<file path="config.mk">
export PLATFORM = sky130hd
export DESIGN_NAME = iq_sample_pacer
export DESIGN_NICKNAME = d
export VERILOG_FILES = /design/src/rtl/iq_sample_pacer.sv
export SDC_FILE = /design/constraint.sdc
export NUM_CORES = 1
export LEC_CHECK = 0
export ABC_AREA = 1
export ABC_CLOCK_PERIOD_IN_PS = 6800
export CAP_MARGIN = 5
export CORE_ASPECT_RATIO = 1.1
export CORE_MARGIN = 1
export CORE_UTILIZATION = 54
export DETAILED_ROUTE_END_ITERATION = 16
export HOLD_SLACK_MARGIN = 0.03
export MAX_ROUTING_LAYER = met4
export PLACE_DENSITY = 0.73
export SYNTH_ARGS = -nofsm -noshare
export SYNTH_HDL_FRONTEND = slang
export SYNTH_SLANG_ARGS = --single-unit
</file>
<file path="constraint.sdc">
create_clock -name clock -period 6.8 [get_ports clock]
set_input_delay 1.02 -clock clock [delete_from_list [all_inputs] [get_ports clock]]
set_output_delay 1.02 -clock clock [all_outputs]
set_load 0.01 [all_outputs]
</file>
<file path="src/rtl/iq_sample_pacer.sv">
// iq_sample_pacer: buffers upstream I/Q samples in a small FIFO and releases
// them as single-cycle strobes at a programmable, fixed cadence.
module iq_sample_pacer #(
    parameter int IQ_WIDTH   = 16,
    parameter int FIFO_DEPTH = 16,
    parameter int PREFILL    = 4,
    parameter int ZERO_FILL  = 1
) (
    input  logic                          clock,
    input  logic                          reset,
    input  logic                          enable,
    input  logic                          restart,
    input  logic [7:0]                    clk_div,
    input  logic [31:0]                   num_sample,
    input  logic [IQ_WIDTH-1:0]           s_i,
    input  logic [IQ_WIDTH-1:0]           s_q,
    input  logic                          s_valid,
    output logic                          s_ready,
    output logic [2*IQ_WIDTH-1:0]         sample_in,
    output logic                          sample_in_strobe,
    output logic [31:0]                   sample_count,
    output logic [$clog2(FIFO_DEPTH):0]   fifo_level,
    output logic                          underrun,
    output logic                          done
);

    localparam int AW = $clog2(FIFO_DEPTH);
    localparam int LW = AW + 1;
    localparam int DW = 2 * IQ_WIDTH;
    localparam logic [LW-1:0] DEPTH_L   = LW'(FIFO_DEPTH);
    localparam logic [LW-1:0] PREFILL_L = LW'(PREFILL);

    typedef enum logic [1:0] {IDLE, RUN, DONE} state_t;

    state_t          state_q;
    logic [7:0]      cnt_q;
    logic [7:0]      div_q;
    logic [AW-1:0]   wr_ptr_q;
    logic [AW-1:0]   rd_ptr_q;
    logic [LW-1:0]   level_q;
    logic [DW-1:0]   sample_q;
    logic            strobe_q;
    logic [31:0]     count_q;
    logic            underrun_q;
    logic [DW-1:0]   mem [FIFO_DEPTH];

    logic            can_push;
    logic            push;
    logic            pop;
    logic            slot;
    logic            done_hit;

    // Handshake, pacing-slot and sample-limit decode
    always_comb begin
        can_push = (level_q < DEPTH_L);
        push     = s_valid && can_push && !reset && !restart;
        // Limit reached on the strobe cycle: leave RUN and do not start a
        // new slot, so clk_div=0 cannot squeeze in an extra strobe.
        done_hit = (state_q == RUN) && strobe_q && (num_sample != '0) &&
                   (count_q == num_sample);
        slot     = (state_q == RUN) && !done_hit && (cnt_q == div_q);
        pop      = slot && (level_q != '0);
    end

    // Sample storage; written only on an accepted upstream transfer
    always_ff @(posedge clock) begin
        if (push) begin
            mem[wr_ptr_q] <= {s_i, s_q};
        end
    end

    // Pacing FSM, phase counter, FIFO pointers and output registers
    always_ff @(posedge clock) begin
        if (reset || restart) begin
            state_q    <= IDLE;
            cnt_q      <= '0;
            div_q      <= '0;
            wr_ptr_q   <= '0;
            rd_ptr_q   <= '0;
            level_q    <= '0;
            sample_q   <= '0;
            strobe_q   <= 1'b0;
            count_q    <= '0;
            underrun_q <= 1'b0;
        end else begin
            strobe_q <= 1'b0;
            level_q  <= level_q + LW'(push) - LW'(pop);
            if (push) begin
                wr_ptr_q <= wr_ptr_q + AW'(1);
            end
            if (pop) begin
                rd_ptr_q <= rd_ptr_q + AW'(1);
            end
            case (state_q)
                IDLE: begin
                    if (enable && (level_q >= PREFILL_L)) begin
                        state_q <= RUN;
                        cnt_q   <= '0;
                        div_q   <= clk_div;
                    end
                end
                RUN: begin
                    if (done_hit) begin
                        state_q <= DONE;
                    end else begin
                        if (!enable) begin
                            state_q <= IDLE;
                        end
                        if (slot) begin
                            cnt_q <= '0;
                            div_q <= clk_div;
                            if (pop) begin
                                strobe_q <= 1'b1;
                                sample_q <= mem[rd_ptr_q];
                                count_q  <= count_q + 32'd1;
                            end else begin
                                underrun_q <= 1'b1;
                                if (ZERO_FILL != 0) begin
                                    strobe_q <= 1'b1;
                                    sample_q <= '0;
                                    count_q  <= count_q + 32'd1;
                                end
                            end
                        end else begin
                            cnt_q <= cnt_q + 8'd1;
                        end
                    end
                end
                default: begin
                end
            endcase
        end
    end

    assign s_ready          = can_push;
    assign sample_in        = sample_q;
    assign sample_in_strobe = strobe_q;
    assign sample_count     = count_q;
    assign fifo_level       = level_q;
    assign underrun         = underrun_q;
    assign done             = (state_q == DONE);

endmodule

</file>
# After elaboration in Yosys (flattened, before gate mapping)
# Memory sizes are Yosys's and may differ from the RTL's. A register that Yosys moved wholly into a read port is not among the register bits.
# Index checks and enable logic that the tools add are counted.
# word_totals
ramBits	512
in_bits	77
output_inout_bits	73
ff_bits	97
memories	1
# memory_table
name	depth	word_bits	rd	rd_clocked_by_memory_dff	wr	line_no	rtl
mem	16	32	1	1	1	45	logic [DW-1:0] mem [FIFO_DEPTH];
# op_classes
order_cmp	2
bitwise_logic	3
eq_ne	8
n_mux	18
reduce_logical	24
n_addsub	6
# op_table
operator	count
two-way mux 8 bit	6
adder 32 x 1 -> 32 bit, second input constant	1
equality test 32 bit	1
two-way mux 32 bit	1
case mux 8 bit (2 select lines)	2
nonzero test 32 bit	1
logical AND 1 bit	10
AND reduction 3 bit	3
adder 4 x 1 -> 4 bit, second input constant	2
adder 8 x 1 -> 8 bit, second input constant	1
equality test 8 bit	1
two-way mux 4 bit	2
AND reduction 4 bit	2
two-way mux 2 bit	3
!= test 2 bit, second input constant	3
adder 5 x 1 -> 5 bit	1
greater-or-equal comparator 5 x 3 -> 1 bit, second input constant	1
less-than comparator 5 bit, second input constant	1
nonzero test 5 bit	1
subtractor 5 x 1 -> 5 bit	1
case mux 2 bit (2 select lines)	1
logical NOT 1 bit	3
two-way mux 1 bit	3
!= test 3 bit, second input constant	1
other kinds (7)	9

# Depth between registers and ports, before layout
# depth
ltp_word	10
depth_mapped	22
mapped_depth_nobuf	20

# Worst setup path after synthesis
# OpenSTA, ideal clock, no wires.
# synth_timing
kind	input port to flip-flop
startpoint	input port reset
endpoint	memory mem[11][0] (netlist bit) (enable)
n_path_buf	0
path_slack_ps	3271
arrival_time_ps	3108
cell_stages	5
setup_time_ps	421
path_cell_list	nor2_1 > nand3_1 > nor2_1 > nand2_1 > nor2_1
# synth_between
elab_chain_len	5
# synth_lines
item	line_no	rtl
start: declaration	10	input logic reset,
logical NOT 1 bit	56	push = s_valid && can_push && !reset && !restart;
logical AND 1 bit (2 in a row)	56	
two-way mux 1 bit	67	if (push) begin
two-way mux 1 bit (implied by the code)	68	mem[wr_ptr_q] <= {s_i, s_q};
end: declaration	45	
# No other way between the ends.

# Worst setup path in the final report
# layout_timing
startpoint	input port num_sample[0]
endpoint	register level_q[4], in the netlist fifo_level[4]
# layout_between
elab_chain_len	8
elab_cells_between_ends	9
cone_classes	1 x add/sub; 1 x eq/ne; 7 x reduce/logical
# layout_lines
item	line_no	rtl
start: declaration	14	input logic [31:0] num_sample,
nonzero test 32 bit	59	done_hit = (state_q == RUN) && strobe_q && (num_sample != '0) &&
logical AND 1 bit	59	
logical AND 1 bit (*)	59	
logical NOT 1 bit (*)	61	slot = (state_q == RUN) && !done_hit && (cnt_q == div_q);
logical AND 1 bit (*) (2 in a row)	61	
logical AND 1 bit (*)	62	pop = slot && (level_q != '0);
subtractor 5 x 1 -> 5 bit (*)	87	level_q <= level_q + LW'(push) - LW'(pop);
end signal: assignment	87	
end: declaration	40	logic [LW-1:0] level_q;
# Every way passes the cells marked *; elsewhere a longest branch is shown, timed or not.
# A chain may end at the register's enable or synchronous reset.

==> flow_summary.yaml <==
outcome:
  status: "finished, final reports clean"
timing:
  min_period_over_period_pct: 61.4
  setup_viol: 0
  fin_worst_skew_ns: 0.0176
  slew_violations: 0
  fmax_mhz: 239
  hold_violations: 0
  slew_headroom_pct: 18.4
  fin_crit_ns: 4.18
  setup_tns_ns: 0
  max_slew.worst_pin.slew_ns: 1.22
  rsz0062_at_grt: "no"
  setup_ws_ns: 2.62
clock_tree:
  cts-buffers-inserted: 59
  cts_tree: "yes"
  cts_root_buffer: "clkbuf_16"
  cts_buffer_depth: 3
  cts_setup_buffers: 0
  cts_resized: 0
  clock-sinks: 613
  clkLatencyLatePin_ns: 0.62
  cts.reportedPaths.clkPinSlew_ns: 0.06
  htree_num_levels: 2
  hold_buffers: 0
synthesis:
  ys_types: 37
  synthCells: 2561
  seq_area_frac_synth_pct: 66.6
  yosysMostFrequentCell: "nand2_1"
  synth_edf_count: 512
  ys_top_cells_by_area: "edfxtp_1 59%, nand2_1 12%, nand3_1 9.6%"
  avgSynthCellArea_um2: 10.2
  ys_ff_latch: 613
  synth_flop_cell: "edfxtp_1"
  ys_top_cells_by_count: "827 x nand2_1, 512 x edfxtp_1, 499 x nand3_1"
  synth_area_leader_cell: "edfxtp_1"
  synthDominantCellAreaShare_pct: 58.8
  ys.warnings.count: 0
  syn-num-nets: 2653
  async_flop_share_pct: 0
  synth_area_um2: 26100
routing:
  firstDrtPassIters: 6
  vias: 19100
  drt_iter0_drc: 1869
  ant_nets: 0
  drc_errors: 0
  wl_per_cell_um: 19.9
  wirelength_mm: 66.8
  viasPerCell: 5.68
grt:
  grt_pass1_vias: 18600
  grt_pass1_wl_mm: 102
  track_usage_pct: 28.1
  grt_start_max_net_pins: 211
  grt.overflow.total: 0
  antenna_found_initial: 2
pwr:
  p_per_area_nw_per_um2: 251
  vdd_ir_drop_max_v: 0.000282
  leakagePower_uw: 0.0107
floorplanning:
  rows: 84
  die_area_um2: 49300
  ios: 150
  die_x_um: 212
  start_util_pct: 54.6
  core_um2: 47800
  die_h_um: 233
layout:
  drive_gt1_share_pct: 6.85
  syn2layout_area_growth_pct: 15.5
  nets: 2760
  fill_cells: 3773
worst_setup_path:
  crit_type: "in2reg"
  required_ns: 7.34
  cp.arrival_ns: 4.72
  cp-start-kind: "input pin"
  worstSetupEndpointType: "flop"
  critPathMaxFanout: 48
placed_design:
  place_congestion: 0.892
  dp_slack_ns: 2.01
  hpwl_mm: 37.5
  io_buffers: 149
worst_hold_path:
  min-delay-path-class: "reg2reg"
run:
  cap_viol_max_count: 0
where the power goes:
group / leakage (uW) / switching (uW) / internal, uW / total [uW]
sequential: 0.00542 / 3.34 / 4070 / 4080
combinational: 0.00432 / 102 / 59.8 / 162
clock: 0.000975 / 1400 / 1940 / 3340
cell families (layout without fill, tap and decap cells):
logic type                 Yosys count  after routing  share of synthesized area, %
adders and majority gates           15             15                         0.747
buffers and inverters              271            427                          4.27
and+or+nand+nor                   1532           1532                          25.1
other                                0              2                             0
DFF                                613            613                          66.6
xor gates and xnor gates            41             41                          1.40
AOI/OAI and AO/OA                   89             89                          1.96
state kept, by name, indices dropped and copies added (netlist names), named ones only:
name              cells
underrun              1
sample_count         32
sample_in            32
cnt_q                 8
fifo_level            5
div_q                 8
rd_ptr_q              4
wr_ptr_q              4
sample_in_strobe      1
state_q               2
mem                 512
metal layers:
| metal | track usage (%) | vias up | part of all wire (%) | wire (um) |
|---|---|---|---|---|
| met3 | 3.94 | 156 | 7.6 | 5060 |
| li1 | - | 8908 | - | - |
| met2 | 45.9 | 848 | 49 | 32500 |
| met5 | - | - | 0 | 0 |
| met4 | 9.81 | 0 | 2.7 | 1820 |
| met1 | 36.1 | 9204 | 41 | 27400 |
stage by stage:
stage          utilization, %  cells  hold WS, ns  area, um^2  power, uW
6_report                 63.1   3364        0.451       30200       7580
4_1_cts                  63.1   3362        0.456       30200       7600
3_5_place_dp             59.0   3252        0.441       28200       4320
5_1_grt                  63.1   3364        0.479       30200       7750
2_1_floorplan               -   2561        0.463       26100       4210
3_3_place_gp             59.0   3252        0.442       28200       4310
final cells by class:
| type | instances | area (um^2) | area share [%] |
|---|---|---|---|
| diodes | 2 | 5.00 | 0.0166 |
| well taps | 645 | 807 | 2.67 |
| flip-flops and latches | 613 | 17400 | 57.7 |
| clock buffers | 74 | 1570 | 5.21 |
| repair buffers | 178 | 1720 | 5.70 |
| inverters | 139 | 533 | 1.77 |
| multi-input cells | 1677 | 7740 | 25.6 |
| clock inverters | 36 | 399 | 1.32 |
final timing paths:
path,start,to,slack (ns),cells after the start
max,num_sample[0],fifo_level[4],2.62,22
min,underrun,underrun,0.45,2
max reg2reg,sample_count[0],fifo_level[4],2.95,21
min reg2reg,underrun,underrun,0.45,2
worst max-delay path, cell delays in order:
cell	delay, ns
clkdlybuf4s50_1	0.54
inv_1	0.06
nand2_1	0.05
nand2_1	0.07
inv_1	0.07
nand2_1	0.06
nor2_1	0.10
nand2_1	0.11
nor2_4	0.14
nand3_4	0.12
nand2_4	0.52
nor2_4	0.02
buf_4	0.32
ha_1	0.36
inv_1	0.04
ha_1	0.20
fa_1	0.44
nand2_1	0.09
a21oi_1	0.07
nor2_1	0.11
o21ai_0	0.09
a21oi_1	0.13
cells in the final DEF (no fill, tap or decap), types with 20 or more instances in the layout:
cell type and instances:
a21oi_1 51, buf_4 28, clkbuf_16 59, clkdlybuf4s50_1 149, dfxtp_1 97, edfxtp_1 512, inv_1 127, nand2_1 827
nand3_1 499, nor2_1 122, nor3_1 33, xnor2_1 20, xor2_1 20
Power figures use the tool's default switching activity.
